## src/rtl/run_ctrl_if.sv

```systemverilog
// Host/core/memory signal bundle for the run sequencer.
// With RUN_CTRL_STEP_EN defined the bundle also carries step_mode/step.
interface run_ctrl_if #(
    parameter int AW = 8,
    parameter int DW = 8,
    parameter int CW = 16
);
    logic          req;
    logic          done;
    logic          busy;
    logic          timeout;
    logic [CW-1:0] cyc_cnt;
    logic          ld_en;
    logic [AW-1:0] ld_addr;
    logic [DW-1:0] ld_dat;
    logic          core_rst;
    logic          core_en;
    logic          core_halt;
    logic          core_we;
    logic [AW-1:0] core_addr;
    logic [DW-1:0] core_dat;
    logic          mem_we;
    logic [AW-1:0] mem_addr;
    logic [DW-1:0] mem_din;
`ifdef RUN_CTRL_STEP_EN
    logic          step_mode;
    logic          step;
`endif

    modport slave (
`ifdef RUN_CTRL_STEP_EN
        input  step_mode, step,
`endif
        input  req, ld_en, ld_addr, ld_dat,
        input  core_halt, core_we, core_addr, core_dat,
        output done, busy, timeout, cyc_cnt,
        output core_rst, core_en,
        output mem_we, mem_addr, mem_din
    );

    modport master (
`ifdef RUN_CTRL_STEP_EN
        output step_mode, step,
`endif
        output req, ld_en, ld_addr, ld_dat,
        output core_halt, core_we, core_addr, core_dat,
        input  done, busy, timeout, cyc_cnt,
        input  core_rst, core_en,
        input  mem_we, mem_addr, mem_din
    );
endinterface

```

## src/rtl/run_ctrl.sv

```systemverilog
// Run sequencer: req/done handshake, core reset/enable, cycle count, watchdog, memory-port arbitration.
// Optional single-step core enable is compiled in with RUN_CTRL_STEP_EN.
//
// state  | meaning
// IDLE   | core held in reset, host owns memory port
// CLR    | core reset held RST_CYC cycles before the run
// RUN    | core enabled, core owns memory port
// DONE   | run finished, core state kept, waiting for req low
module run_ctrl #(
    parameter int AW      = 8,
    parameter int DW      = 8,
    parameter int CW      = 16,
    parameter int RST_CYC = 2,
    parameter int MAX_CYC = 4096
) (
    input logic         clk,
    input logic         reset,
    run_ctrl_if.slave   bus
);
    typedef enum logic [1:0] {S_IDLE, S_CLR, S_RUN, S_DONE} state_t;

    localparam int            RCW     = (RST_CYC > 1) ? $clog2(RST_CYC) : 1;
    localparam logic [RCW-1:0] RST_LAST = RCW'(RST_CYC - 1);
    localparam logic [CW-1:0]  WD_LAST  = CW'(MAX_CYC - 1);
    localparam logic [CW-1:0]  CNT_SAT  = '1;

    state_t         state, state_nx;
    logic [RCW-1:0] rst_cnt;
    logic [CW-1:0]  cyc_cnt;
    logic           timeout;
    logic           step_ok;
    logic           run_en;
    logic           wd_hit;
    logic           done_c, busy_c, core_rst_c;
    logic           mem_we_c;
    logic [AW-1:0]  mem_addr_c;
    logic [DW-1:0]  mem_din_c;

`ifdef RUN_CTRL_STEP_EN
    // A step is one enabled cycle per rising edge of step.
    logic step_q;
    always_ff @(posedge clk or posedge reset) begin
        if (reset) step_q <= 1'b0;
        else       step_q <= bus.step;
    end
    assign step_ok = !bus.step_mode || (bus.step && !step_q);
`else
    assign step_ok = 1'b1;
`endif

    always_ff @(posedge clk or posedge reset) begin
        if (reset) state <= S_IDLE;
        else       state <= state_nx;
    end

    always_comb begin
        state_nx   = state;
        run_en     = 1'b0;
        wd_hit     = 1'b0;
        done_c     = 1'b0;
        busy_c     = 1'b0;
        core_rst_c = 1'b0;
        mem_we_c   = bus.ld_en;
        mem_addr_c = bus.ld_addr;
        mem_din_c  = bus.ld_dat;
        case (state)
            S_IDLE: begin
                core_rst_c = 1'b1;
                if (bus.req) state_nx = S_CLR;
            end
            S_CLR: begin
                core_rst_c = 1'b1;
                busy_c     = 1'b1;
                mem_we_c   = 1'b0;
                if (rst_cnt == RST_LAST) state_nx = S_RUN;
            end
            S_RUN: begin
                busy_c     = 1'b1;
                run_en     = step_ok;
                mem_we_c   = bus.core_we;
                mem_addr_c = bus.core_addr;
                mem_din_c  = bus.core_dat;
                // Halt takes priority over the watchdog in the same cycle.
                if (run_en) begin
                    if (bus.core_halt) begin
                        state_nx = S_DONE;
                    end else if (cyc_cnt == WD_LAST) begin
                        state_nx = S_DONE;
                        wd_hit   = 1'b1;
                    end
                end
            end
            S_DONE: begin
                done_c = 1'b1;
                if (!bus.req) state_nx = S_IDLE;
            end
            default: state_nx = S_IDLE;
        endcase
    end

    always_ff @(posedge clk or posedge reset) begin
        if (reset) begin
            rst_cnt <= '0;
            cyc_cnt <= '0;
            timeout <= 1'b0;
        end else if (state == S_IDLE && bus.req) begin
            rst_cnt <= '0;
            cyc_cnt <= '0;
            timeout <= 1'b0;
        end else if (state == S_CLR) begin
            rst_cnt <= rst_cnt + RCW'(1);
        end else if (run_en) begin
            if (cyc_cnt != CNT_SAT) cyc_cnt <= cyc_cnt + CW'(1);
            if (wd_hit) timeout <= 1'b1;
        end
    end

    assign bus.done     = done_c;
    assign bus.busy     = busy_c;
    assign bus.timeout  = timeout;
    assign bus.cyc_cnt  = cyc_cnt;
    assign bus.core_rst = core_rst_c;
    assign bus.core_en  = run_en;
    assign bus.mem_we   = mem_we_c;
    assign bus.mem_addr = mem_addr_c;
    assign bus.mem_din  = mem_din_c;
endmodule

```

## src/flat_wrapper.sv

```systemverilog
// flat-port wrapper written by rule: the top's interface ports become plain ports
module run_ctrl_flat 
#(
    parameter int AW      = 8,
    parameter int DW      = 8,
    parameter int CW      = 16,
    parameter int RST_CYC = 2,
    parameter int MAX_CYC = 4096
)
  (clk, reset, bus_req, bus_ld_en, bus_ld_addr, bus_ld_dat, bus_core_halt, bus_core_we, bus_core_addr, bus_core_dat, bus_done, bus_busy, bus_timeout, bus_cyc_cnt, bus_core_rst, bus_core_en, bus_mem_we, bus_mem_addr, bus_mem_din);
  run_ctrl_if #(.AW(AW), .DW(DW), .CW(CW)) bus_i ();
  input logic clk;
  input logic reset;
  input wire logic [$bits(bus_i.req)-1:0] bus_req;
  input wire logic [$bits(bus_i.ld_en)-1:0] bus_ld_en;
  input wire logic [$bits(bus_i.ld_addr)-1:0] bus_ld_addr;
  input wire logic [$bits(bus_i.ld_dat)-1:0] bus_ld_dat;
  input wire logic [$bits(bus_i.core_halt)-1:0] bus_core_halt;
  input wire logic [$bits(bus_i.core_we)-1:0] bus_core_we;
  input wire logic [$bits(bus_i.core_addr)-1:0] bus_core_addr;
  input wire logic [$bits(bus_i.core_dat)-1:0] bus_core_dat;
  output wire logic [$bits(bus_i.done)-1:0] bus_done;
  output wire logic [$bits(bus_i.busy)-1:0] bus_busy;
  output wire logic [$bits(bus_i.timeout)-1:0] bus_timeout;
  output wire logic [$bits(bus_i.cyc_cnt)-1:0] bus_cyc_cnt;
  output wire logic [$bits(bus_i.core_rst)-1:0] bus_core_rst;
  output wire logic [$bits(bus_i.core_en)-1:0] bus_core_en;
  output wire logic [$bits(bus_i.mem_we)-1:0] bus_mem_we;
  output wire logic [$bits(bus_i.mem_addr)-1:0] bus_mem_addr;
  output wire logic [$bits(bus_i.mem_din)-1:0] bus_mem_din;
  assign bus_i.req = bus_req;
  assign bus_i.ld_en = bus_ld_en;
  assign bus_i.ld_addr = bus_ld_addr;
  assign bus_i.ld_dat = bus_ld_dat;
  assign bus_i.core_halt = bus_core_halt;
  assign bus_i.core_we = bus_core_we;
  assign bus_i.core_addr = bus_core_addr;
  assign bus_i.core_dat = bus_core_dat;
  assign bus_done = bus_i.done;
  assign bus_busy = bus_i.busy;
  assign bus_timeout = bus_i.timeout;
  assign bus_cyc_cnt = bus_i.cyc_cnt;
  assign bus_core_rst = bus_i.core_rst;
  assign bus_core_en = bus_i.core_en;
  assign bus_mem_we = bus_i.mem_we;
  assign bus_mem_addr = bus_i.mem_addr;
  assign bus_mem_din = bus_i.mem_din;
  run_ctrl #(.AW(AW), .DW(DW), .CW(CW), .RST_CYC(RST_CYC), .MAX_CYC(MAX_CYC)) u_core (.clk(clk), .reset(reset), .bus(bus_i));
endmodule
```

## config.mk

```make
export PLATFORM = sky130hd
export DESIGN_NAME = run_ctrl_flat
export DESIGN_NICKNAME = d
export VERILOG_FILES = /design/src/rtl/run_ctrl_if.sv /design/src/rtl/run_ctrl.sv /design/src/flat_wrapper.sv
export SDC_FILE = /design/constraint.sdc
export NUM_CORES = 1
export LEC_CHECK = 0
export ABC_AREA = 1
export CAP_MARGIN = 5
export CORE_UTILIZATION = 38
export CTS_CLUSTER_SIZE = 14
export DETAILED_ROUTE_END_ITERATION = 8
export PLACE_DENSITY = 0.76
export SKIP_LAST_GASP = 1
export SYNTH_ARGS = -nofsm -noshare
export SYNTH_HDL_FRONTEND = slang
export SYNTH_SLANG_ARGS = --single-unit
```

## constraint.sdc

```tcl
create_clock -name clk -period 1.8 [get_ports clk]
set_input_delay 0.36 -clock clk [delete_from_list [all_inputs] [get_ports clk]]
set_output_delay 0.36 -clock clk [all_outputs]
set_load 0.1 [all_outputs]
```

## Word level (Yosys, flattened, before mapping)

Cells that the tools add are included.

| storage, ports and cells | value |
|---|---|
| register bits after elaboration | 20 |
| output and inout bits | 38 |
| logic and storage cells | 53 |

| cells by class | value |
|---|---|
| reduce and logical (&&, ||, !) cells | 11 |
| mux-type cells | 26 |
| $add $sub $neg | 2 |
| equal/unequal tests | 10 |

Operators by type and width:

| operator | number |
|---|---|
| $mux 16 | 4 |
| $add 16x1->16 const B | 1 |
| $eq 16x12->1 const B | 1 |
| $mux 8 | 2 |
| $ne 16x16->1 const B | 1 |
| $mux 1 | 13 |
| $mux 2 | 5 |
| $pmux 2 s4 | 1 |
| $reduce_bool 2->1 | 4 |
| $reduce_and 3->1 | 2 |
| $eq 2x2->1 const B | 2 |
| $ne 2x1->1 const B | 2 |
| $ne 2x2->1 const B | 2 |
| $reduce_and 4->1 | 1 |
| $reduce_or 2->1 | 2 |
| $ne 3x2->1 const B | 1 |
| $eq 2x1->1 const B | 1 |
| $logic_not 2->1 | 1 |
| $pmux 1 s2 | 1 |
| $add 1x1->1 const B | 1 |
| $logic_and 1x1->1 | 1 |

## Logic depth before layout (Yosys ltp)

| depth | value |
|---|---|
| depth in word-level cells | 8 |
| depth in mapped cells | 10 |
| gate-level depth less buffers | 9 |

## Least setup slack after synthesis

Ideal clock, no wire load.

| path | value |
|---|---|
| path kind | reg-to-output |
| start point | register u_core.state[0] |
| end point | output port bus_mem_we |
| stages on the path, launching flop included | 4 |
| buffers on the path | 0 |
| slack | -1.981 ns |
| arrival | 3.421 ns |
| cell sequence | dfrtp_1 -> inv_1 -> ha_1 -> o21ai_0 |

| between the ends | value |
|---|---|
| longest elaborated chain between the ends | 2 |

Ends and longest elaborated chain:

| item | line | RTL |
|---|---|---|
| from (decl) | run_ctrl.sv:27 | `state_t state, state_nx;` |
| from (signal assigned) | run_ctrl.sv:53 | `else state <= state_nx;` |
| $eq 2x2->1 / $eq 2x1->1 (equally long branches) | run_ctrl.sv:66 | `case (state)` |
| $pmux 1 s2 (*) | run_ctrl.sv:66 |  |
| to (decl) | flat_wrapper.sv:28 | `output wire logic [$bits(bus_i.mem_we)-1:0] bus_mem_we;` |

Every way passes the cells marked *; elsewhere a longest branch is shown, timed or not.

## Final worst setup path

| path | value |
|---|---|
| start point | register u_core.state[0] |
| end point | output port bus_mem_din[2] |

| between the ends | value |
|---|---|
| longest elaborated chain between the ends | 2 |

Ends and longest elaborated chain:

| item | line | RTL |
|---|---|---|
| $eq 2x2->1 | run_ctrl.sv:66 |  |
| $mux 8 | run_ctrl.sv:66 |  |
| to (decl) | flat_wrapper.sv:30 | `output wire logic [$bits(bus_i.mem_din)-1:0] bus_mem_din;` |

Every way passes these cells.

==> qor.yml <==
dp_hpwl_um: 4140
synth.distinct_cells: 28
min_period_ns: 1.86
ios: 76
firstDrtPassIters: 5
cts_made_buffers: 3
crit_family: "buffers and inverters"
max_stage_delay_ns: 0.40
top_layer_used: "met4"
layout_commonest_cell: "nand2_1"
grt_first_pass_wirelength_um: 8850
critPathMaxFanout: 7
grt_pass1_vias: 1809
drive_gt1_share_pct: 47.6
fill_cells: 212
synth_area_um2: 1580
wl_met2_um: 3040
clk_root_buffer_cell: "clkbuf_8"
synth_area_leader_cell: "dfrtp_1"
postLayoutSetupSlackWorst_ns: -0.0628
clock-sinks: 20
fin_skew_ns: 0.00305
cts_tree: "done"
hold_viol: 0
initial_utilization_pct: 39.4
reg2reg_to: "u_core.bus.cyc_cnt[1]$_DFFE_PP0P_"
drt_iter0_drc: 95
worstPathArrival_ns: 1.50
ff2ff_setup_slack_ns: 0.07
insertion_delay_ns: 0.27
antennaDiodeCount: 0
dieArea_um2: 4410
portBuffers: 75
ys_seq_area_share_pct: 31.7
route.met3.wl_um: 334
htree_num_levels: 1
die_y_um: 66.4
final.setup.tns_ns: -0.852
worst_slew_pin_slew_ns: 0.297
ant_nets: 0
cts_buffer_depth: 2
cp-end-kind: "output pin"
wl_per_cell_um: 15.3
grt_max_degree: 21
start_kind: "register"
critPathBufInv: 4
drc: 0
final_cell_mix: "55 x nand2_1, 40 x buf_12, 37 x clkdlybuf4s50_1"
path_clk_slew_ns: 0.07
die_x_um: 66.4
synth_warnings: 0
globalRouteOverflowTotal: 0
failed_checks: "setup timing"
nets: 364
cpMostUsedCell: "buf_12"
drt_wl_total_um: 5660
viasPerCell: 5.01
status: "finished with violations"
slew_violations: 0
avgSynthCellArea_um2: 6.83
synth_area_leaders: "dfrtp_1 32%, nand2_1 23%, nand3_1 5.1%"
vias: 1850
rsz0062_at_grt: "true"
max_cap_violations: 0
hold_class: "in -> async"
fin_util_pct: 84.8
gp_congestion: 0.879
worst_path_max_delay_cell: "dfrtp_1"
crit_required_ns: 1.44
drt-met1-wl_um: 2140
fmax_ghz: 0.537
synth_cells: 231
ys_ff_latch: 20
maxSlewHeadroom_pct: 80.1
antenna_found_initial: 0
synth_top_area_share_pct: 31.7
reg2regPathDepth: 10
area_delta_synth_final_pct: 115
rr_startpoint: "u_core.state[0]$_DFFE_PP0P_"
fp.coreArea_um2: 4000
crit_type: "reg -> out"
synth_fp_nets: 275
grtUsageTotal_pct: 26.7
setup_violations: 17
finalCritPeriodShare_pct: 103
crit_path_cell_trace: "inv_2 > ha_4 > inv_8 > buf_12 > nand2_4 > nand2_8 > buf_12"
rows: 23
Yosys cell counts:
| cell | number |
|---|---|
| a21boi_0 | 1 |
| a21oi_1 | 3 |
| a21oi_2 | 1 |
| buf_1 | 1 |
| buf_12 | 1 |
| buf_4 | 1 |
| buf_6 | 1 |
| clkbuf_1 | 1 |
| dfrtp_1 | 20 |
| ha_1 | 6 |
| inv_1 | 15 |
| inv_2 | 2 |
| nand2_1 | 97 |
| nand2_2 | 10 |
| nand2_4 | 3 |
| nand3_1 | 16 |
| nand4_1 | 4 |
| nor2_1 | 17 |
| nor2_2 | 2 |
| nor2_4 | 1 |
| nor2_8 | 1 |
| o21ai_0 | 4 |
| o21ai_1 | 7 |
| o21ai_2 | 5 |
| o21bai_1 | 2 |
| or2_2 | 2 |
| xnor2_1 | 3 |
| xor2_1 | 4 |
state kept, by name, indices dropped and copies added, names as in the netlist:
| signal | count |
|---|---|
| u_core.rst_cnt | 1 |
| u_core.bus.cyc_cnt | 16 |
| u_core.bus.timeout | 1 |
| u_core.state | 2 |
cell families (layout without fill, tap and decap cells):
kind of cell | after synthesis | in the layout | synth area share [%]
buffers and inverters | 22 | 110 | 6.98
AO/OA/AOI/OAI | 23 | 23 | 9.20
XOR/XNOR | 7 | 7 | 3.89
adder cells (fa/ha/maj) | 6 | 6 | 4.76
flip-flops | 20 | 20 | 31.7
AND/OR/NAND/NOR | 153 | 153 | 43.5
per-layer routing:
| layer | vias to the layer above | global-route usage, % |
|---|---|---|
| met3 | 10 | 4.14 |
| met2 | 66 | 48.3 |
| li1 | 913 | - |
| met5 | - | 0 |
| met4 | 0 | 8.78 |
| met1 | 861 | 31.6 |
cell type report:
type                            instances  area [um2]  share of cell area [%]
Inverter                               17        71.3                    2.10
Tap cell                               50        62.6                    1.84
Sequential cell                        20         527                    15.5
Clock buffer                            4        55.1                    1.62
Multi-Input combinational cell        189        1380                    40.7
Timing Repair Buffer                   89        1300                    38.2
metrics by stage:
| step | instances | area (um2) | hold WS (ns) | setup WS [ns] |
|---|---|---|---|---|
| 6_report | 369 | 3390 | 0.425 | -0.0628 |
| 5_1_grt | 369 | 3390 | 0.488 | -0.0966 |
| 4_1_cts | 369 | 3360 | 0.435 | -0.0312 |
| 3_5_place_dp | 358 | 3190 | 0.553 | -0.0251 |
| 3_3_place_gp | 358 | 3190 | 0.527 | 0.0695 |
| 2_1_floorplan | 231 | 2000 | 0.323 | -0.0365 |
what timing repair did:
item | 4_1_cts | 5_1_grt
hold buffers | 0 | 0
gates resized for setup | 16 | 6
cloned | 1 | 0
pin swaps | 2 | 0
setup buffers | 6 | 0
endpoints found under the setup margin | 18 | 30
endpoints found under the hold margin | 0 | 0
worst max-delay path by stage:
stage,to,start,cells past startpoint,slack (ns)
floorplan,bus_core_rst,u_core.state[1]$_DFFE_PP0P_,4,-0.04
global placement,u_core.bus.cyc_cnt[8]$_DFFE_PP0P_,bus_req,8,0.07
detailed placement,u_core.bus.cyc_cnt[12]$_DFFE_PP0P_,bus_req,7,-0.03
CTS,bus_mem_we,u_core.state[0]$_DFFE_PP0P_,6,-0.03
global route,bus_mem_din[2],u_core.state[0]$_DFFE_PP0P_,7,-0.1
finish,bus_mem_din[2],u_core.state[0]$_DFFE_PP0P_,7,-0.06
worst reg2reg max path, cell delays in order, from the launching register on:
cell and delay [ns]:
dfrtp_1 0.37, inv_2 0.06, buf_4 0.14, ha_4 0.15
nand2_2 0.11, nand3_1 0.12, nor2_2 0.21, nand2_4 0.09
nand2_4 0.20, nand2_1 0.09, o21ai_1 0.10
Power is not shown: default switching activity piles up to over one toggle a cycle in this logic, so the estimate is an artifact.
